$ cat config.mk
export PLATFORM = sky130hd
export DESIGN_NAME = pixel_stream_receiver
export DESIGN_NICKNAME = d
export VERILOG_FILES = /design/src/rtl/pixel_rx_pkg.sv /design/src/rtl/pixel_sync_fifo.sv /design/src/rtl/pixel_stream_receiver.sv
export SDC_FILE = /design/constraint.sdc
export NUM_CORES = 1
export LEC_CHECK = 0
export CORE_AREA = 2 2 126 152
export CTS_BUF_LIST = sky130_fd_sc_hd__clkbuf_4
export DETAILED_ROUTE_END_ITERATION = 10
export DIE_AREA = 0 0 128 154
export PLACE_DENSITY_LB_ADDON = 0.08
export SLEW_MARGIN = 20
export SYNTH_ARGS = -nofsm -noshare
export SYNTH_HDL_FRONTEND = slang
export SYNTH_SLANG_ARGS = --single-unit
$ cat constraint.sdc
create_clock -name sensor_clk -period 4.8 [get_ports sensor_clk]
set_input_delay 0.96 -clock sensor_clk [delete_from_list [all_inputs] [get_ports sensor_clk]]
set_output_delay 0.96 -clock sensor_clk [all_outputs]
set_load 0.005 [all_outputs]
$ cat src/rtl/pixel_rx_pkg.sv
// Shared constants for the sensor pixel receive path.
// The FSM encoding stays as plain constants so legacy blocks can compare against it directly.
package pixel_rx_pkg;

  localparam int unsigned PIXEL_W    = 8;
  localparam int unsigned CHECKSUM_W = 16;

  localparam logic [1:0] IDLE   = 2'd0;
  localparam logic [1:0] ACTIVE = 2'd1;
  localparam logic [1:0] DRAIN  = 2'd2;

  // Wide enough to hold 0..IMAGE_SIZE inclusive.
  function automatic int unsigned count_width(input int unsigned image_size);
    return $clog2(image_size) + 1;
  endfunction

endpackage

$ cat src/rtl/pixel_sync_fifo.sv
// Single-clock FIFO with an extra pointer bit to tell full from empty.
// A push while full is only taken when a pop frees the slot in the same cycle.
module pixel_sync_fifo #(
  parameter int unsigned WIDTH = 8,
  parameter int unsigned DEPTH = 8
) (
  input  logic                     sensor_clk,
  input  logic                     rst_n,
  input  logic                     push,
  input  logic [WIDTH-1:0]         wdata,
  input  logic                     pop,
  output logic [WIDTH-1:0]         rdata,
  output logic                     full,
  output logic                     empty,
  output logic [$clog2(DEPTH):0]   free
);

  localparam int unsigned AW = $clog2(DEPTH);
  typedef logic [AW:0] ptr_t;

  logic [WIDTH-1:0] mem_q [DEPTH];
  ptr_t             wr_ptr_q, rd_ptr_q, used;
  logic             do_push, do_pop;

  assign used    = wr_ptr_q - rd_ptr_q;
  assign empty   = (wr_ptr_q == rd_ptr_q);
  assign full    = (wr_ptr_q[AW] != rd_ptr_q[AW]) && (wr_ptr_q[AW-1:0] == rd_ptr_q[AW-1:0]);
  assign free    = ptr_t'(DEPTH) - used;
  assign do_pop  = pop && !empty;
  assign do_push = push && (!full || do_pop);
  assign rdata   = empty ? '0 : mem_q[rd_ptr_q[AW-1:0]];

  always_ff @(posedge sensor_clk or negedge rst_n) begin
    if (!rst_n) begin
      wr_ptr_q <= '0;
      rd_ptr_q <= '0;
    end else begin
      if (do_push) wr_ptr_q <= wr_ptr_q + ptr_t'(1);
      if (do_pop)  rd_ptr_q <= rd_ptr_q + ptr_t'(1);
    end
  end

  always_ff @(posedge sensor_clk) begin
    if (do_push) mem_q[wr_ptr_q[AW-1:0]] <= wdata;
  end

endmodule

$ cat src/rtl/pixel_stream_receiver.sv
// Requests pixels from the sensor producer, buffers them and forwards them downstream,
// while tracking frame position, per-frame checksum and overflow.
module pixel_stream_receiver
  import pixel_rx_pkg::*;
#(
  parameter int unsigned IMAGE_SIZE = 1024,
  parameter int unsigned FIFO_DEPTH = 8
) (
  input  logic                                sensor_clk,
  input  logic                                rst_n,
  input  logic                                enable,
  input  logic [PIXEL_W-1:0]                  pixel,
  input  logic                                valid,
  output logic                                ready,
  output logic [PIXEL_W-1:0]                  out_pixel,
  output logic                                out_valid,
  input  logic                                out_ready,
  output logic [count_width(IMAGE_SIZE)-1:0]  pixel_count,
  output logic                                frame_done,
  output logic [CHECKSUM_W-1:0]               frame_checksum,
  output logic                                overflow,
  output logic                                busy
);

  localparam int unsigned CW = count_width(IMAGE_SIZE);
  localparam int unsigned FW = $clog2(FIFO_DEPTH) + 1;
  typedef logic [CW-1:0] count_t;
  typedef logic [FW-1:0] free_t;

  logic [1:0]            state_q, state_d;
  logic                  ready_q, ready_d, req_q;
  count_t                count_q, count_d;
  logic [CHECKSUM_W-1:0] sum_q, sum_d, chk_q, chk_d, sum_plus;
  logic                  done_q, done_d, ovf_q, ovf_d;
  logic                  accept, last;
  logic                  fifo_push, fifo_pop, fifo_full, fifo_empty;
  free_t                 fifo_free, free_next;

  assign accept    = req_q && valid;
  assign fifo_pop  = !fifo_empty && out_ready;
  assign fifo_push = accept && (!fifo_full || fifo_pop);
  assign last      = (count_q == count_t'(IMAGE_SIZE - 1));
  assign sum_plus  = sum_q + CHECKSUM_W'(pixel);
  assign free_next = fifo_free + free_t'(fifo_pop) - free_t'(fifo_push);

  pixel_sync_fifo #(
    .WIDTH (PIXEL_W),
    .DEPTH (FIFO_DEPTH)
  ) u_fifo (
    .sensor_clk (sensor_clk),
    .rst_n      (rst_n),
    .push       (fifo_push),
    .wdata      (pixel),
    .pop        (fifo_pop),
    .rdata      (out_pixel),
    .full       (fifo_full),
    .empty      (fifo_empty),
    .free       (fifo_free)
  );

  always_comb begin
    state_d = state_q;
    case (state_q)
      IDLE:    if (enable) state_d = ACTIVE;
      ACTIVE:  if (!enable) state_d = DRAIN;
      DRAIN: begin
        if (enable)                    state_d = ACTIVE;
        else if (!req_q && fifo_empty) state_d = IDLE;
      end
      default: state_d = IDLE;
    endcase
    // Two free slots: one for the pixel already in flight, one for this request.
    ready_d = (state_d == ACTIVE) && (free_next >= free_t'(2));
  end

  always_comb begin
    count_d = count_q;
    sum_d   = sum_q;
    chk_d   = chk_q;
    done_d  = 1'b0;
    ovf_d   = ovf_q | (accept && fifo_full && !fifo_pop);
    if (accept) begin
      if (last) begin
        count_d = '0;
        chk_d   = sum_plus;
        sum_d   = '0;
        done_d  = 1'b1;
      end else begin
        count_d = count_q + count_t'(1);
        sum_d   = sum_plus;
      end
    end
  end

  always_ff @(posedge sensor_clk or negedge rst_n) begin
    if (!rst_n) begin
      state_q <= IDLE;
      ready_q <= 1'b0;
      req_q   <= 1'b0;
      count_q <= '0;
      sum_q   <= '0;
      chk_q   <= '0;
      done_q  <= 1'b0;
      ovf_q   <= 1'b0;
    end else begin
      state_q <= state_d;
      ready_q <= ready_d;
      req_q   <= ready_q;
      count_q <= count_d;
      sum_q   <= sum_d;
      chk_q   <= chk_d;
      done_q  <= done_d;
      ovf_q   <= ovf_d;
    end
  end

  assign ready          = ready_q;
  assign out_valid      = !fifo_empty;
  assign pixel_count    = count_q;
  assign frame_done     = done_q;
  assign frame_checksum = chk_q;
  assign overflow       = ovf_q;
  assign busy           = (state_q != IDLE);

endmodule
==> flow_summary.toml, run 1 <==
[synth]
syn_avg_cell_area_um2 = 13.0
netlist_area_um2 = 5570
yosys.area_share.simple = 0.113
synthTopCellsByArea = "edfxtp_1 35%, dfrtp_1 26%, mux4_2 6.5%"
synth-compound-area-share = 0.0921
synthFlopType = "edfxtp_1"
postSynthCellCount = 427
synth_fa_ha_area_frac = 0.0458
synth_edf_count = 64
ys_ff_latch = 121
async_flop_share = 0.471
yosysSeqAreaShare = 0.601
synth_top_area_share = 0.345
synthTopCellsByCount = "64 x edfxtp_1, 62 x nand2_1, 57 x dfrtp_1, 19 x o21ai_0"
synth_top_family_by_area = "simple AND/OR/NAND/NOR gates"
yosys_warnings = 0
yosys.area_share.xor_xnor = 0.0456
ys_types = 57
synth_area_leader_cell = "edfxtp_1"
synth_most_common_cell = "edfxtp_1"
synth_nets = 458
synth.area.mux_share = 0.0687

[worst_setup_path]
critPathTopFamily = "adder cells"
arrival_ns = 4.49
critPathBufInv = 4
cp-startpoint = "u_fifo.rd_ptr_q[2]$_DFFE_PN0P_"
crit_chain = "clkinv_1 -> ha_1 -> nand3_1 -> nor2b_1 -> inv_2 -> nand2_1 -> inv_1 -> fa_1 -> fa_1 -> ha_1 -> inv_1 -> fa_1 -> xnor2_1 -> xnor2_1 -> xnor2_1 -> o31a_1"
end_kind = "flop"
crit_required_ns = 5.23
criticalPathCategory = "reg -> reg"
cp_max_fo = 11
cp-start-kind = "flop"
crit_path_end = "ready$_DFF_PN0_"
reg2reg_depth = 16
r2r-start = "u_fifo.rd_ptr_q[2]$_DFFE_PN0P_"
reg2reg_to = "ready$_DFF_PN0_"
reg2reg_slack_ns = 0.74
slowest_delay_ns = 0.60
cp.depth = 16
cp_slowest_cell = "dfrtp_1"

[pwr]
powerDensity_nw_per_um2 = 549
irDropWorstVdd_mv = 0.193
leakagePower_nw = 2.51

[global_route]
gr-usage-all-layers = 0.138
grt_pass1_wl_um = 20500
antenna_found_initial = 0
grt_pass1_vias = 3826
overflow = 0
grt_max_degree = 33

[sta]
worstMarginPinSlew_ns = 0.772
hold_viol = 0
setup_tns_ns = 0
fmax_mhz = 247
finalSetupViolCount = 0
drv_slew = 0
grt_setup_unrepaired = "no"
timing.slew.headroom = 0.485
finalClockSkew_ns = 0.0182
final.period_utilization = 0.845
layout_min_cycle_time_ns = 4.06
hold_slack_ns = 0.460

[run_status]
status = "finished clean"

[floorplan]
start_util = 0.308
ios = 53
die_h_um = 154
dieArea_um2 = 19700
die_x_um = 128
core_um2 = 18100
row_count = 54

[route]
ant_nets = 0
routed_wirelength_um = 12400
dr.pass1.iters = 4
drc = 0
viasPerCell = 4.75
drt-initial-drc-count = 201
vias = 3489
wl_per_cell_um = 16.8

[placement]
numPortBuffers = 52
dpl.hpwl_um = 8700
gp_congestion = 0.812

[clock_tree]
clk_path_buf_depth = 2
root_buffer = "clkbuf_4"
clk_pin_slew_ns = 0.11
cts_sinks = 121
post_cts_resized = 0
clock_latency_ns = 0.54
cts_setup_buffers = 0
cts_tree = "yes"
cts_made_buffers = 17
holdBufCountCts = 0
cts_max_level = 4

[hold_path]
hold_class = "reg -> reg"

[layout]
fin_nets = 528
nFillCells = 1813
diodes = 0
drive_gt1_frac = 0.161
area_growth_pct = 20.0
postLayoutCoreUtil = 0.369

[flow_run]
cap_viol_max_count = 0
-- worst min-delay path by stage --
| stage | slack [ns] | from | cells past startpoint | to |
|---|---|---|---|---|
| 2_1_floorplan | 0.38 | ready$_DFF_PN0_ | 0 | req_q$_DFF_PN0_ |
| 3_3_place_gp | 0.42 | ready$_DFF_PN0_ | 0 | req_q$_DFF_PN0_ |
| 3_5_place_dp | 0.40 | ready$_DFF_PN0_ | 0 | req_q$_DFF_PN0_ |
| 4_1_cts | 0.45 | ready$_DFF_PN0_ | 0 | req_q$_DFF_PN0_ |
| 5_1_grt | 0.47 | ready$_DFF_PN0_ | 0 | req_q$_DFF_PN0_ |
| 6_report | 0.46 | ready$_DFF_PN0_ | 0 | req_q$_DFF_PN0_ |
-- metal layers --
layer | track usage | vias up | share of wire
met5 | 0 | - | 0
met3 | 0.0393 | 15 | 0.027
met1 | 0.170 | 1716 | 0.44
met2 | 0.234 | 57 | 0.51
li1 | - | 1701 | -
met4 | 0.0440 | 0 | 0.018
-- kinds of logic (layout without fill, tap and decap cells) --
family | after synthesis | in the layout
AO/OA/AOI/OAI | 79 | 79
AND/OR/NAND/NOR | 127 | 127
buffers and inverters | 35 | 118
XOR/XNOR | 29 | 29
flip-flops | 121 | 121
multiplexers | 18 | 18
adder cells (fa/ha/maj) | 18 | 18
-- where the power goes --
part	switching [mW]	internal [mW]
clock	0.431	0.371
sequential	0.151	1.26
combinational	0.750	0.711
total	1.33	2.34
-- cell usage in the layout (no fill, tap or decap), types with 3 or more instances in the layout --
cell type and count:
a21o_1 3, a21oi_1 17, buf_4 16, bufinv_16 3, clkbuf_4 17, clkdlybuf4s50_1 51, clkinv_4 5, dfrtp_1 57
edfxtp_1 64, fa_1 4, ha_1 14, inv_1 15, inv_6 3, mux4_2 16, nand2_1 62, nand2b_1 4
nand3_1 14, nor2_1 14, nor3_1 7, nor4_1 5, o211ai_1 12, o21ai_0 19, o21ai_1 9, o31ai_1 5
or4_1 5, xnor2_1 17, xor2_1 12
-- flip-flops by register name (all words and copies together), names as in the netlist --
signal	count
u_fifo.mem_q	64
frame_checksum	16
sum_q	16
pixel_count	11
u_fifo.rd_ptr_q	4
u_fifo.wr_ptr_q	4
state_q	2
frame_done	1
overflow	1
ready	1
req_q	1
-- per-stage QoR --
stage | setup slack, ns | power [mW] | cell area, µm² | instances
after CTS | 0.676 | 3.75 | 6690 | 734
after detailed placement | 0.618 | 2.93 | 6370 | 702
after global placement | 0.659 | 2.92 | 6370 | 702
after global routing | 0.412 | 3.95 | 6690 | 734
final | 0.744 | 3.67 | 6690 | 734
after floorplan | 1.11 | 2.41 | 5570 | 427
-- area by class of cell --
| class | instances | area [µm²] | area share |
|---|---|---|---|
| sequential | 121 | 3350 | 0.501 |
| multi-input combinational | 271 | 2030 | 0.304 |
| timing repair buffer | 68 | 636 | 0.0951 |
| tap | 224 | 280 | 0.0419 |
| clock inverter | 15 | 191 | 0.0286 |
| clock buffer | 17 | 128 | 0.0191 |
| inverter | 18 | 67.6 | 0.0101 |
Power figures use the tool's default switching activity.
==> inputs of run 2 (changes only) <==
Clock period 4.8 ns to 3.5 ns, I/O delays scaled along.
==> run 2 against run 1 <==
  * Total power grew 43%
  * Clock skew grew 0.0041 ns
  * Highest routed layer unchanged
  * Sequential power up 34%
==> flow_summary.toml, run 2 (synthesized netlist as in run 1, its figures left out) <==
[pwr]
powerDensity_nw_per_um2 = 769
total_power_mw = 5.26
leakagePower_nw = 2.59
irDropWorstVdd_mv = 0.254

[floorplan]
die_x_um = 128
dieArea_um2 = 19700
ios = 53
die_h_um = 154
row_count = 54
start_util = 0.308
core_um2 = 18100

[global_route]
grt_pass1_wl_um = 20900
grt_max_degree = 58
overflow = 0
grt_pass1_vias = 3782
gr-usage-all-layers = 0.139
antenna_found_initial = 1

[sta]
fmax_mhz = 299
worstMarginPinSlew_ns = 0.772
layout_min_cycle_time_ns = 3.34
final.period_utilization = 0.955
timing.slew.headroom = 0.484
worst_slack_ns = 0.156
hold_viol = 0
finalClockSkew_ns = 0.0223
finalSetupViolCount = 0
drv_slew = 0

[route]
routed_wirelength_um = 12700
vias = 3563
drc = 0
viasPerCell = 4.76
ant_nets = 0
wl_per_cell_um = 16.9
drt-initial-drc-count = 144
dr.pass1.iters = 4

[clock_tree]
cts_tree = "yes"
cts_made_buffers = 17
clock_latency_ns = 0.52
root_buffer = "clkbuf_4"
cts_sinks = 121
holdBufCountCts = 0
cts_max_level = 4
clk_path_buf_depth = 2
clk_pin_slew_ns = 0.12

[placement]
numPortBuffers = 52
dpl.hpwl_um = 8620
gp_congestion = 0.748
place_inst = 712
dp_slack_ns = -0.285
placement.cell_area_um2 = 6460

[worst_setup_path]
reg2reg_to = "ready$_DFF_PN0_"
slowest_delay_ns = 0.52
crit_chain = "clkinv_2 -> ha_4 -> nand3_4 -> nor2b_4 -> inv_2 -> nand2_2 -> inv_1 -> fa_2 -> fa_1 -> ha_2 -> inv_1 -> fa_2 -> xnor2_2 -> xnor2_1 -> xnor2_1 -> o31a_1"
r2r-start = "u_fifo.rd_ptr_q[2]$_DFFE_PN0P_"
criticalPathCategory = "reg -> reg"
reg2reg_slack_ns = 0.16
critPathBufInv = 4
cp-start-kind = "flop"
reg2reg_depth = 16
cp_slowest_cell = "fa_1"
crit_required_ns = 3.90
cp.depth = 16
cp_max_fo = 3
arrival_ns = 3.74
critPathTopFamily = "adder cells"
end_kind = "flop"

[layout]
layout_common_cells = "64 x edfxtp_1, 61 x nand2_1, 57 x dfrtp_1"
final_common_cell = "edfxtp_1"
largest_reg_flops = 64
fin_area_um2 = 6840
fin_cells = 749
fin_nets = 542
area_growth_pct = 22.8
postLayoutCoreUtil = 0.378
drive_gt1_frac = 0.202

[hold_path]
hold_class = "in -> async"

[flow_run]
cap_viol_max_count = 0

[run_status]
status = "finished clean"
[run 2: changes by cell type in the layout (fill, tap and decap cells not counted), sizes merged]
| cell | change |
|---|---|
| clkinv | +1 |
| clkbuf | +1 |
| inv | -2 |
| diode | +1 |
| buf | +14 |
[run 2: metal layers]
layer | GRT usage | vias to the layer above | part of all wire
li1 | - | 1731 | -
met1 | 0.174 | 1765 | 0.45
met2 | 0.234 | 60 | 0.51
met3 | 0.0348 | 7 | 0.029
met4 | 0.0455 | 0 | 0.0091
met5 | 0 | - | 0
[run 2: power breakdown]
group | internal [mW] | switching (mW)
logic | 1.14 | 1.16
clock network | 0.508 | 0.567
registers | 1.72 | 0.163
total | 3.37 | 1.89
[run 2: metrics by stage]
| step | TNS, ns | hold WS, ns |
|---|---|---|
| after detailed placement | -0.285 | 0.388 |
| after global routing | -0.00236 | 0.332 |
| after global placement | -0.213 | 0.412 |
| after CTS | 0 | 0.302 |
| final | 0 | 0.320 |
| after floorplan | 0 | 0.376 |
[run 2: what timing repair did]
action                     4_1_cts  5_1_grt
pin swaps                        1        7
resized for setup                2        7
buffers inserted                 1        3
setup endpoints to repair        1        1
[run 2: worst max path at each step]
stage,startpoint,to,slack (ns)
4_1_cts,u_fifo.rd_ptr_q[2]$_DFFE_PN0P_,ready$_DFF_PN0_,0.01
3_3_place_gp,valid,ready$_DFF_PN0_,-0.21
6_report,u_fifo.rd_ptr_q[2]$_DFFE_PN0P_,ready$_DFF_PN0_,0.16
3_5_place_dp,valid,ready$_DFF_PN0_,-0.29
2_1_floorplan,u_fifo.rd_ptr_q[2]$_DFFE_PN0P_,ready$_DFF_PN0_,0.0005
5_1_grt,u_fifo.wr_ptr_q[3]$_DFFE_PN0P_,ready$_DFF_PN0_,-0.002
[run 2: worst register-to-register path, delay by kind of cell (launching register included)]
family	cells	cell delay [ns]
adders and majority gates	5	1.66
buffers and inverters	4	0.23
DFF	1	0.39
xor gates and xnor gates	3	0.44
and+or+nand+nor	3	0.27
AOI/OAI and AO/OA	1	0.23
[run 2: area by class of cell]
type,instances,area (µm²)
flip-flops and latches,121,3350
inverters,18,68.8
fillers,1809,11300
clock buffers,18,135
well taps,224,280
multi-input cells,271,2090
diodes,1,2.50
clock inverters,14,173
repair buffers,82,741
